File: config.mk
export PLATFORM = sky130hd
export DESIGN_NAME = tdc_meas_ctrl
export DESIGN_NICKNAME = d
export VERILOG_FILES = /design/src/rtl/tdc_meas_ctrl.sv
export SDC_FILE = /design/constraint.sdc
export NUM_CORES = 1
export LEC_CHECK = 0
export CAP_MARGIN = 5
export CORE_ASPECT_RATIO = 0.75
export CORE_MARGIN = 2
export CORE_UTILIZATION = 40
export CTS_CLUSTER_DIAMETER = 50
export DETAILED_ROUTE_END_ITERATION = 7
export GPL_TIMING_DRIVEN = 1
export PLACE_DENSITY = 0.68
export RECOVER_POWER = 50
export SLEW_MARGIN = 20
export SYNTH_ARGS = -nofsm -noshare
export SYNTH_HDL_FRONTEND = slang
export SYNTH_SLANG_ARGS = --single-unit
export TNS_END_PERCENT = 100
File: constraint.sdc
create_clock -name clk -period 3.3 [get_ports clk]
set_input_delay 0.495 -clock clk [delete_from_list [all_inputs] [get_ports clk]]
set_output_delay 0.495 -clock clk [all_outputs]
set_load 0.02 [all_outputs]
File: src/rtl/tdc_meas_ctrl.sv
// Burst sequencer for a TDC: launch/gap/capture strobes, result accumulation with timeout.
// Optional min/max sample tracking is enabled by defining TDC_MEAS_MINMAX_EN.
module tdc_meas_ctrl #(
  parameter int HW_W    = 7,
  parameter int TIMEOUT = 15
) (
  input  logic            clk,
  input  logic            rst_n,
  input  logic            start,
  input  logic [7:0]      cfg_samples,
  input  logic [3:0]      cfg_gap,
  output logic            clk_launch,
  output logic            clk_capture,
  output logic            pg_in,
  output logic            val_in,
  input  logic [HW_W-1:0] hw,
  input  logic            val_out,
  output logic            busy,
  output logic            res_valid,
  input  logic            res_ready,
  output logic [14:0]     res_sum,
  output logic [8:0]      res_cnt,
`ifdef TDC_MEAS_MINMAX_EN
  output logic            res_err,
  output logic [HW_W-1:0] res_min,
  output logic [HW_W-1:0] res_max
`else
  output logic            res_err
`endif
);

  localparam int WCW = (TIMEOUT > 1) ? $clog2(TIMEOUT) : 1;

  typedef enum logic [2:0] {IDLE, LAUNCH, GAP, CAPTURE, WAIT, DONE} state_t;

  state_t         state_q, state_d;
  logic [3:0]     gapCfg_q, gapCfg_d;
  logic [3:0]     gapCnt_q, gapCnt_d;
  logic [WCW-1:0] waitCnt_q, waitCnt_d;
  logic [8:0]     remain_q, remain_d;
  logic [14:0]    sum_q, sum_d;
  logic [8:0]     cnt_q, cnt_d;
  logic           err_q, err_d;
  logic           launch_q, capture_q, pg_q, busy_q, valid_q;
  logic [14:0]    hwExt, hwClamp;
  logic           leaveWait;
`ifdef TDC_MEAS_MINMAX_EN
  logic [HW_W-1:0] min_q, min_d, max_q, max_d;
`endif

  always_comb begin
    hwExt   = 15'(hw);
    hwClamp = (hwExt > 15'd64) ? 15'd64 : hwExt;
  end

  always_comb begin
    state_d   = state_q;
    gapCfg_d  = gapCfg_q;
    gapCnt_d  = gapCnt_q;
    waitCnt_d = waitCnt_q;
    remain_d  = remain_q;
    sum_d     = sum_q;
    cnt_d     = cnt_q;
    err_d     = err_q;
    leaveWait = 1'b0;
`ifdef TDC_MEAS_MINMAX_EN
    min_d = min_q;
    max_d = max_q;
`endif
    case (state_q)
      IDLE: begin
        if (start) begin
          gapCfg_d = cfg_gap;
          remain_d = (cfg_samples == 8'd0) ? 9'd256 : {1'b0, cfg_samples};
          sum_d    = '0;
          cnt_d    = '0;
          err_d    = 1'b0;
`ifdef TDC_MEAS_MINMAX_EN
          min_d = HW_W'(127);
          max_d = '0;
`endif
          state_d = LAUNCH;
        end
      end
      LAUNCH: begin
        gapCnt_d = '0;
        state_d  = (gapCfg_q != 4'd0) ? GAP : CAPTURE;
      end
      GAP: begin
        if (gapCnt_q == gapCfg_q - 4'd1) state_d = CAPTURE;
        else gapCnt_d = gapCnt_q + 4'd1;
      end
      CAPTURE: begin
        waitCnt_d = '0;
        state_d   = WAIT;
      end
      WAIT: begin
        // A result arriving in the last allowed cycle still wins over the timeout.
        if (val_out) begin
          sum_d     = sum_q + hwClamp;
          cnt_d     = cnt_q + 9'd1;
          leaveWait = 1'b1;
`ifdef TDC_MEAS_MINMAX_EN
          if (HW_W'(hwClamp) < min_q) min_d = HW_W'(hwClamp);
          if (HW_W'(hwClamp) > max_q) max_d = HW_W'(hwClamp);
`endif
        end else if (waitCnt_q == WCW'(TIMEOUT - 1)) begin
          err_d     = 1'b1;
          leaveWait = 1'b1;
        end else begin
          waitCnt_d = waitCnt_q + 1'b1;
        end
        if (leaveWait) begin
          remain_d = remain_q - 9'd1;
          state_d  = (remain_q == 9'd1) ? DONE : LAUNCH;
        end
      end
      DONE: begin
        if (res_ready) state_d = IDLE;
      end
      default: state_d = IDLE;
    endcase
  end

  // Strobes are registered from the next state so they line up with the state they belong to.
  always_ff @(posedge clk or negedge rst_n) begin
    if (!rst_n) begin
      state_q   <= IDLE;
      gapCfg_q  <= '0;
      gapCnt_q  <= '0;
      waitCnt_q <= '0;
      remain_q  <= '0;
      sum_q     <= '0;
      cnt_q     <= '0;
      err_q     <= 1'b0;
      launch_q  <= 1'b0;
      capture_q <= 1'b0;
      pg_q      <= 1'b0;
      busy_q    <= 1'b0;
      valid_q   <= 1'b0;
    end else begin
      state_q   <= state_d;
      gapCfg_q  <= gapCfg_d;
      gapCnt_q  <= gapCnt_d;
      waitCnt_q <= waitCnt_d;
      remain_q  <= remain_d;
      sum_q     <= sum_d;
      cnt_q     <= cnt_d;
      err_q     <= err_d;
      launch_q  <= (state_d == LAUNCH);
      capture_q <= (state_d == CAPTURE);
      pg_q      <= pg_q ^ (state_d == LAUNCH);
      busy_q    <= (state_d != IDLE);
      valid_q   <= (state_d == DONE);
    end
  end

`ifdef TDC_MEAS_MINMAX_EN
  always_ff @(posedge clk or negedge rst_n) begin
    if (!rst_n) begin
      min_q <= HW_W'(127);
      max_q <= '0;
    end else begin
      min_q <= min_d;
      max_q <= max_d;
    end
  end

  assign res_min = min_q;
  assign res_max = max_q;
`endif

  assign clk_launch  = launch_q;
  assign clk_capture = capture_q;
  assign val_in      = capture_q;
  assign pg_in       = pg_q;
  assign busy        = busy_q;
  assign res_valid   = valid_q;
  assign res_sum     = sum_q;
  assign res_cnt     = cnt_q;
  assign res_err     = err_q;

endmodule

# == After elaboration in Yosys (flattened, before gate mapping) ==
# Cells that the tools add are included.
# totals
register_bits,54
output_inout_bits,31
input_bits,24
# op_classes
order_cmp,1
muxes,30
eq_ne,18
addsub,6
bitwise,1
n_reduce_logical,13
# op_table
cell,n
$mux W9,5
$pmux W9 S2,2
$mux W15,2
$pmux W15 S2,1
$pmux W3 S6,1
$pmux W4 S2,2
$add A15 B7 Y15,1
$mux W3,5
$ne A2 B2 Y1 const B,7
$mux W4,3
$add A9 B1 Y9 const B,1
$eq A3 B2 Y1 const B,3
$eq A3 B3 Y1 const B,3
$eq A9 B1 Y1 const B,1
$reduce_and A3 Y1,3
$sub A9 B1 Y9 const B,1
$add A4 B1 Y4 const B,2
$logic_not A8 Y1,1
$gt A7 B7 Y1 const B,1
$mux W1,7
$mux W7,1
$eq A3 B1 Y1 const B,2
$reduce_bool A2 Y1,3
$eq A4 B4 Y1,1
9 further kinds,10

# == Logic depth before layout (Yosys ltp) ==
# Gate-level depths: netlist of run 1.
# logic_depth
word_depth,8
ltp_mapped,8
ltp_nobuf,8

# == Worst setup path before layout of run 1 ==
# Ideal clock, no wire load.
# synth_path
path_type,input to register
from,input port hw[0]
to,register sum_q[8] (netlist: res_sum[8])
path_stages,8
path_slack_ps,1178
setup_ps,132
arrival_ps,1990
cell_sequence,nor2b_1 > ha_1 > fa_1 > a211oi_1 > o21ai_0 > nand3_1 > xor2_1 > nor2_1
# synth_via
elab_chain_cells,5
# synth_rtl
item,line,text
start: declaration,16,"input logic [HW_W-1:0] hw,"
$gt A7 B7 Y1,53,hwClamp = (hwExt > 15'd64) ? 15'd64 : hwExt;
$mux W7 (*),53,
$add A15 B7 Y15 (*),100,sum_d = sum_q + hwClamp;
$mux W15 (*),99,if (val_out) begin
$pmux W15 S2 (*),70,case (state_q)
end signal: assignment,147,sum_q <= sum_d;
end: declaration,41,"logic [14:0] sum_q, sum_d;"
# Mark *: on every way between the ends. The rest lies on a longest branch, timed or not. The select of a mux whose other input is x is not followed.
# A chain may end at the register's enable or synchronous reset.

# == Worst setup path after layout of run 1 ==
# layout_path
from,input port hw[6]
to,register sum_q[8] (netlist: res_sum[8])
# Same word-level chain as after synthesis.

==> results.yml, run 1 <==
cts:
  clk_pin_slew_ps: 100
  cts_sinks: 54
  cts_tree: "built"
  cts.htree.levels: 2
  cts-hold-fix-buffers: 0
  cts_buffer_depth: 2
  cts_root_buf: "clkbuf_8"
  cts.repair.resized: 0
  clock_latency_ps: 310
  post_cts_buffers: 0
  cts_buffers: 5
drt:
  vias: 2602
  ant_nets: 0
  drtIter0Drc: 132
  drt-pass1-iter-count: 4
  drt-total-wl_um: 6980
  vias_per_cell: 5.30
  drc: 0
  wl_per_cell_um: 14.2
logic_synthesis:
  synth.yosys.seq_area_share_pct: 43.9
  synth-seq-cells: 54
  synthXorXnorAreaFrac_pct: 6.83
  synth_top_family_by_area: "simple AND/OR/NAND/NOR gates"
  syn_area_mm2: 0.00308
  synth_compound_area_share_pct: 14.7
  async_flop_share_pct: 100
  synth_cell_types: 45
  synthTopCellsByCount: "54 x dfrtp_1, 35 x o21ai_0, 34 x nand2_1, 29 x nor2_1, 26 x a21oi_1"
  yosys.area_share.simple_pct: 23.5
  synthMuxAreaShare_pct: 1.06
  ys_warn_count: 0
  synth_area_leader_cell: "dfrtp_1"
  synth_edf_count: 0
  synth_top_area_share_pct: 43.9
  synth_area_leaders: "dfrtp_1 44%, ha_1 5.7%, o21ai_0 5.7%"
  synth_fa_ha_area_share_pct: 6.35
  ys.flop_type: "dfrtp_1"
  syn_inst: 334
  avgSynthCellArea_um2: 9.21
  synth.most_common_cell: "dfrtp_1"
  syn_nets: 373
final_layout:
  nets: 428
  nFillCells: 697
  fin_util_pct: 51.0
  drive_gt1_share_pct: 4.10
  area_growth_pct: 22.7
  n_antenna_cell: 0
  instances_no_fill: 491
timing:
  finalCritPeriodShare_pct: 78.2
  setup_viol: 0
  finalClockSkew_ps: 7.45
  fmax_mhz: 387
  whs_ps: 470
  finalHoldViolCount: 0
  rsz0062_at_grt: "no"
  finalSetupTns_ps: 0
  worst_pin_slew_ps: 2000
  relSlewSlack_pct: -33.4
  slew_viol_final: 38
  min_period_ps: 2580
global_routing:
  use_met1_pct: 25.2
  grt_max_degree: 38
  grt_pass1_vias: 2430
  use_met2_pct: 26.8
  grt_antenna_before_repair: 0
  busiest_layer: "met2"
  grt_pass1_wl_um: 11700
  use_met3_pct: 3.76
  grtUsageTotal_pct: 17.5
  grt_overflow: 0
floorplan:
  core_mm2: 0.00740
  die_h_um: 79.9
  start_util_pct: 41.6
  fp-row-count: 27
  dieArea_mm2: 0.00841
  die_w_um: 105
  pin_count: 55
power_and_ir_drop:
  p_leak_uw: 0.00164
  total_power_uw: 2470
  power_density_mw_per_mm2: 655
  peakVddDrop_mv: 0.300
worst_setup_path:
  cp-end-kind: "register"
  worstRegToRegCells: 4
  critPathMaxFanout: 7
  critical_path_class: "input port to register"
  startpoint_type: "input port"
  worstPathArrival_ps: 2740
  rrSetupSlack_ps: 1010
  required_ps: 3460
placed_design:
  place_congestion: 0.868
  dp_hpwl_um: 5310
  dp_cells: 483
  io_buffers: 54
outcome:
  violations: "max-capacitance violations, max-slew violations"
  outcome: "complete, but fails checks"
run:
  cap_violations: 1
worst_hold_path:
  min_path_type: "register to register"
  hold_depth: 1
where the power goes:
part           internal (uW)  switching, uW  total [uW]
Clock                    150            215         366
Sequential               833            186        1020
Combinational            445            642        1090
stage by stage:
step,setup slack (ps),instance area [um2]
floorplan,1180,3080
global placement,507,3710
detailed placement,450,3710
CTS,777,3800
global route,599,3770
finish,719,3770
flip-flops by register name, indices dropped and copies added, names as in the netlist:
name         count
res_sum         15
remain_q         9
res_cnt          9
gapCfg_q         4
gapCnt_q         4
waitCnt_q        4
state_q          3
busy             1
clk_capture      1
clk_launch       1
pg_in            1
res_err          1
res_valid        1
placed cells by master (no fill, tap or decap), drive strengths merged, types with 3 or more instances in the layout:
cell type and instances:
dfrtp 54, nand2 34, o21ai 36, or3 6
nand2b 7, ha 14, nor4 4, or4 3
nand3 18, nor2b 7, dlygate4sd3 3, nor3b 3
xnor2 9, xor2 15, nor2 29, a21oi 26
clkdlybuf4s50 50, clkbuf 11, inv 9, nor3 9
o211ai 3, and3 7, nand4 5
path summary, 6_finish.rpt:
check,start,endpoint
worst max-delay path,hw[6],res_sum[8]$_DFFE_PN0P_
worst min-delay path,pg_in$_DFF_PN0_,pg_in$_DFF_PN0_
worst max register to register,state_q[0]$_DFF_PN0_,gapCfg_q[1]$_DFFE_PN0P_
worst min register to register,pg_in$_DFF_PN0_,pg_in$_DFF_PN0_
max in group asynchronous,rst_n,res_sum[7]$_DFFE_PN0P_
min in group asynchronous,rst_n,waitCnt_q[0]$_DFFE_PN0P_
area by class of cell:
class	count	area (um2)	share of cell area [%]
flip-flops and latches	54	1350	35.8
well taps	101	126	3.35
multi-input cells	259	1610	42.7
inverters	9	33.8	0.895
repair buffers	60	564	15.0
clock inverters	2	13.8	0.365
clock buffers	6	72.6	1.92
worst max-delay path: stages:
cell             delay (ps)
clkdlybuf4s50_1         590
nor2b_1                  90
ha_1                    220
fa_1                    420
a211oi_1                330
o21ai_0                 190
nand3_1                 200
xor2_1                  160
nor2_1                   50
layer usage:
metal | share of wire (%) | routed length, um | vias up
li1 | - | - | 1286
met1 | 51 | 3540 | 1242
met2 | 43 | 3000 | 65
met3 | 5.2 | 364 | 9
met4 | 1.0 | 72 | 0
met5 | 0 | 0 | -
cell families after synthesis:
family          Yosys count
flops                    54
compound gates           80
xor+xnor                 24
buf+inv                  21
simple gates            138
mux                       2
fa+ha+maj                15
Note: power is estimated with default switching activity, not from simulation.
==> run 2, diff against run 1 <==
==> constraint.sdc (replaced) <==
create_clock -name clk -period 2.7 [get_ports clk]
set_input_delay 0.405 -clock clk [delete_from_list [all_inputs] [get_ports clk]]
set_output_delay 0.405 -clock clk [all_outputs]
set_load 0.02 [all_outputs]
==> run 2 against run 1 <==
  * Sequential cell count is the same
  * The run now ends clean
  * Non-clock buffer count grew 4
  * First-iteration DRC count decreased by 24%
  * Via count is 1.8% lower
  * Cell count increased by 0.61%
  * Clock skew shrank 1.4 ps
  * Global-route usage grew 0.31 points
  * Largest power group unchanged
  * Critical path depth unchanged
  * Critical path type unchanged
  * Register-to-register slack lost 610 ps
  * Worst hold slack got worse by 230 ps
  * Utilization rose by 0.24 points
==> results.yml, run 2 (synthesized netlist as in run 1, its figures left out) <==
cts:
  cts_buffers: 5
  cts_sinks: 54
  cts_root_buf: "clkbuf_8"
  cts-hold-fix-buffers: 0
  cts_buffer_depth: 2
  cts.repair.resized: 0
  clock_latency_ps: 300
  clk_pin_slew_ps: 90
  cts.htree.levels: 2
  cts_tree: "built"
  post_cts_buffers: 0
final_layout:
  nFillCells: 681
  mostFrequentLayoutCell: "dfrtp_1"
  multi_input_area_mm2: 0.00161
  area_growth_pct: 23.3
  final_cell_mix: "54 x dfrtp_1, 48 x clkdlybuf4s50_1, 35 x o21ai_0"
  nets: 432
  largest_reg_flops: 15
  n_antenna_cell: 0
  drive_gt1_share_pct: 4.33
  seq_area_mm2: 0.00135
power_and_ir_drop:
  power_density_mw_per_mm2: 799
  netSwitchingFraction_pct: 42.2
  p_clk_share_pct: 14.3
  p_comb_share_pct: 44.4
  pwr-share-seq_pct: 41.3
  p_leak_uw: 0.00165
  p_sw_uw: 1280
  p_int_uw: 1750
  peakVddDrop_mv: 0.354
drt:
  vias_per_cell: 5.17
  drc: 0
  ant_nets: 0
  wl_per_cell_um: 14.3
  drtIter0Drc: 100
  drt-pass1-iter-count: 4
  drt-total-wl_um: 7060
  vias: 2554
worst_setup_path:
  worstReg2RegStart: "state_q[0]$_DFF_PN0_"
  startpoint: "hw[6]"
  cp-end-kind: "register"
  startpoint_type: "input port"
  critical_path_class: "input port to register"
  worstPathArrival_ps: 2510
  critPathMaxFanout: 5
  required_ps: 2860
outcome:
  outcome: "finished clean"
global_routing:
  grtUsageTotal_pct: 17.8
  grt_pass1_wl_um: 12100
  grt_pass1_vias: 2502
  grt_max_degree: 22
  grt_overflow: 0
  grt_antenna_before_repair: 0
timing:
  layout_setup_ws_ps: 346
  setup_viol: 0
  fmax_mhz: 425
  finalCritPeriodShare_pct: 87.2
  finalHoldViolCount: 0
  worst_pin_slew_ps: 1120
  slew_viol_final: 0
  rsz0062_at_grt: "no"
  finalSetupTns_ps: 0
  min_period_ps: 2350
  relSlewSlack_pct: 25.3
  finalClockSkew_ps: 6.09
floorplan:
  die_h_um: 79.9
  pin_count: 55
  core_mm2: 0.00740
  dieArea_mm2: 0.00841
  die_w_um: 105
  start_util_pct: 41.6
  fp-row-count: 27
placed_design:
  dp_slack_ps: 52.6
  dp_hpwl_um: 5380
  io_buffers: 54
  place_congestion: 0.829
worst_hold_path:
  min_path_type: "input port to asynchronous set/reset pin"
run:
  cap_violations: 0
## run 2: changes by cell type in the layout (fill, tap and decap cells not counted), sizes merged
cell / previous run / this run
clkbuf: 11 / 12
clkdlybuf4s50: 50 / 48
dlygate4sd3: 3 / 5
clkinv: 2 / 0
buf: 2 / 6
## run 2: routing by layer
layer	global-route usage [%]	share of wire [%]	up-vias
met5	0	0	-
met4	4.00	0.48	0
met3	4.08	5.4	4
met2	27.2	43	59
met1	25.5	51	1199
li1	-	-	1292
## run 2: metrics by stage
stage	util (%)	instances	instance area, um2	power, uW	hold WS [ps]
after floorplan	-	334	3080	2190	109
after global placement	50.6	487	3740	2600	364
after detailed placement	50.6	487	3740	2640	367
after CTS	51.6	494	3820	3100	27.9
after global routing	51.2	494	3790	3280	317
final	51.2	494	3790	3030	237
## run 2: critical path, cell delays in order
cell and delay, ps:
clkdlybuf4s50_1 520, nor2b_1 80, ha_1 220, fa_1 400, a211oi_1 310, o21ai_0 170
nand3_1 200, xor2_1 160, nor2_1 50
## run 2: worst paths after layout
kind	endpoint	slack (ps)	cells after the start
max	res_sum[8]$_DFFE_PN0P_	350	9
min	remain_q[2]$_DFFE_PN0P_	240	1
max reg2reg	gapCfg_q[1]$_DFFE_PN0P_	400	4
min reg2reg	pg_in$_DFF_PN0_	470	1
max in group asynchronous	res_cnt[8]$_DFFE_PN0P_	930	2
min in group clk	pg_in$_DFF_PN0_	470	1
## run 2: area by class of cell
type                            count  share of cell area, %
Clock buffer                        7                   2.01
Inverter                            9                  0.891
Timing Repair Buffer               64                   15.7
Sequential cell                    54                   35.6
Multi-Input combinational cell    259                   42.4
Tap cell                          101                   3.33
## run 2: power groups by stage
stage / combinational, uW / sequential, uW / clock [uW]
floorplan: 913 / 1280 / 0
global placement: 1350 / 1250 / 0
detailed placement: 1380 / 1270 / 0
CTS: 1390 / 1250 / 457
global route: 1520 / 1290 / 483
finish: 1350 / 1250 / 433
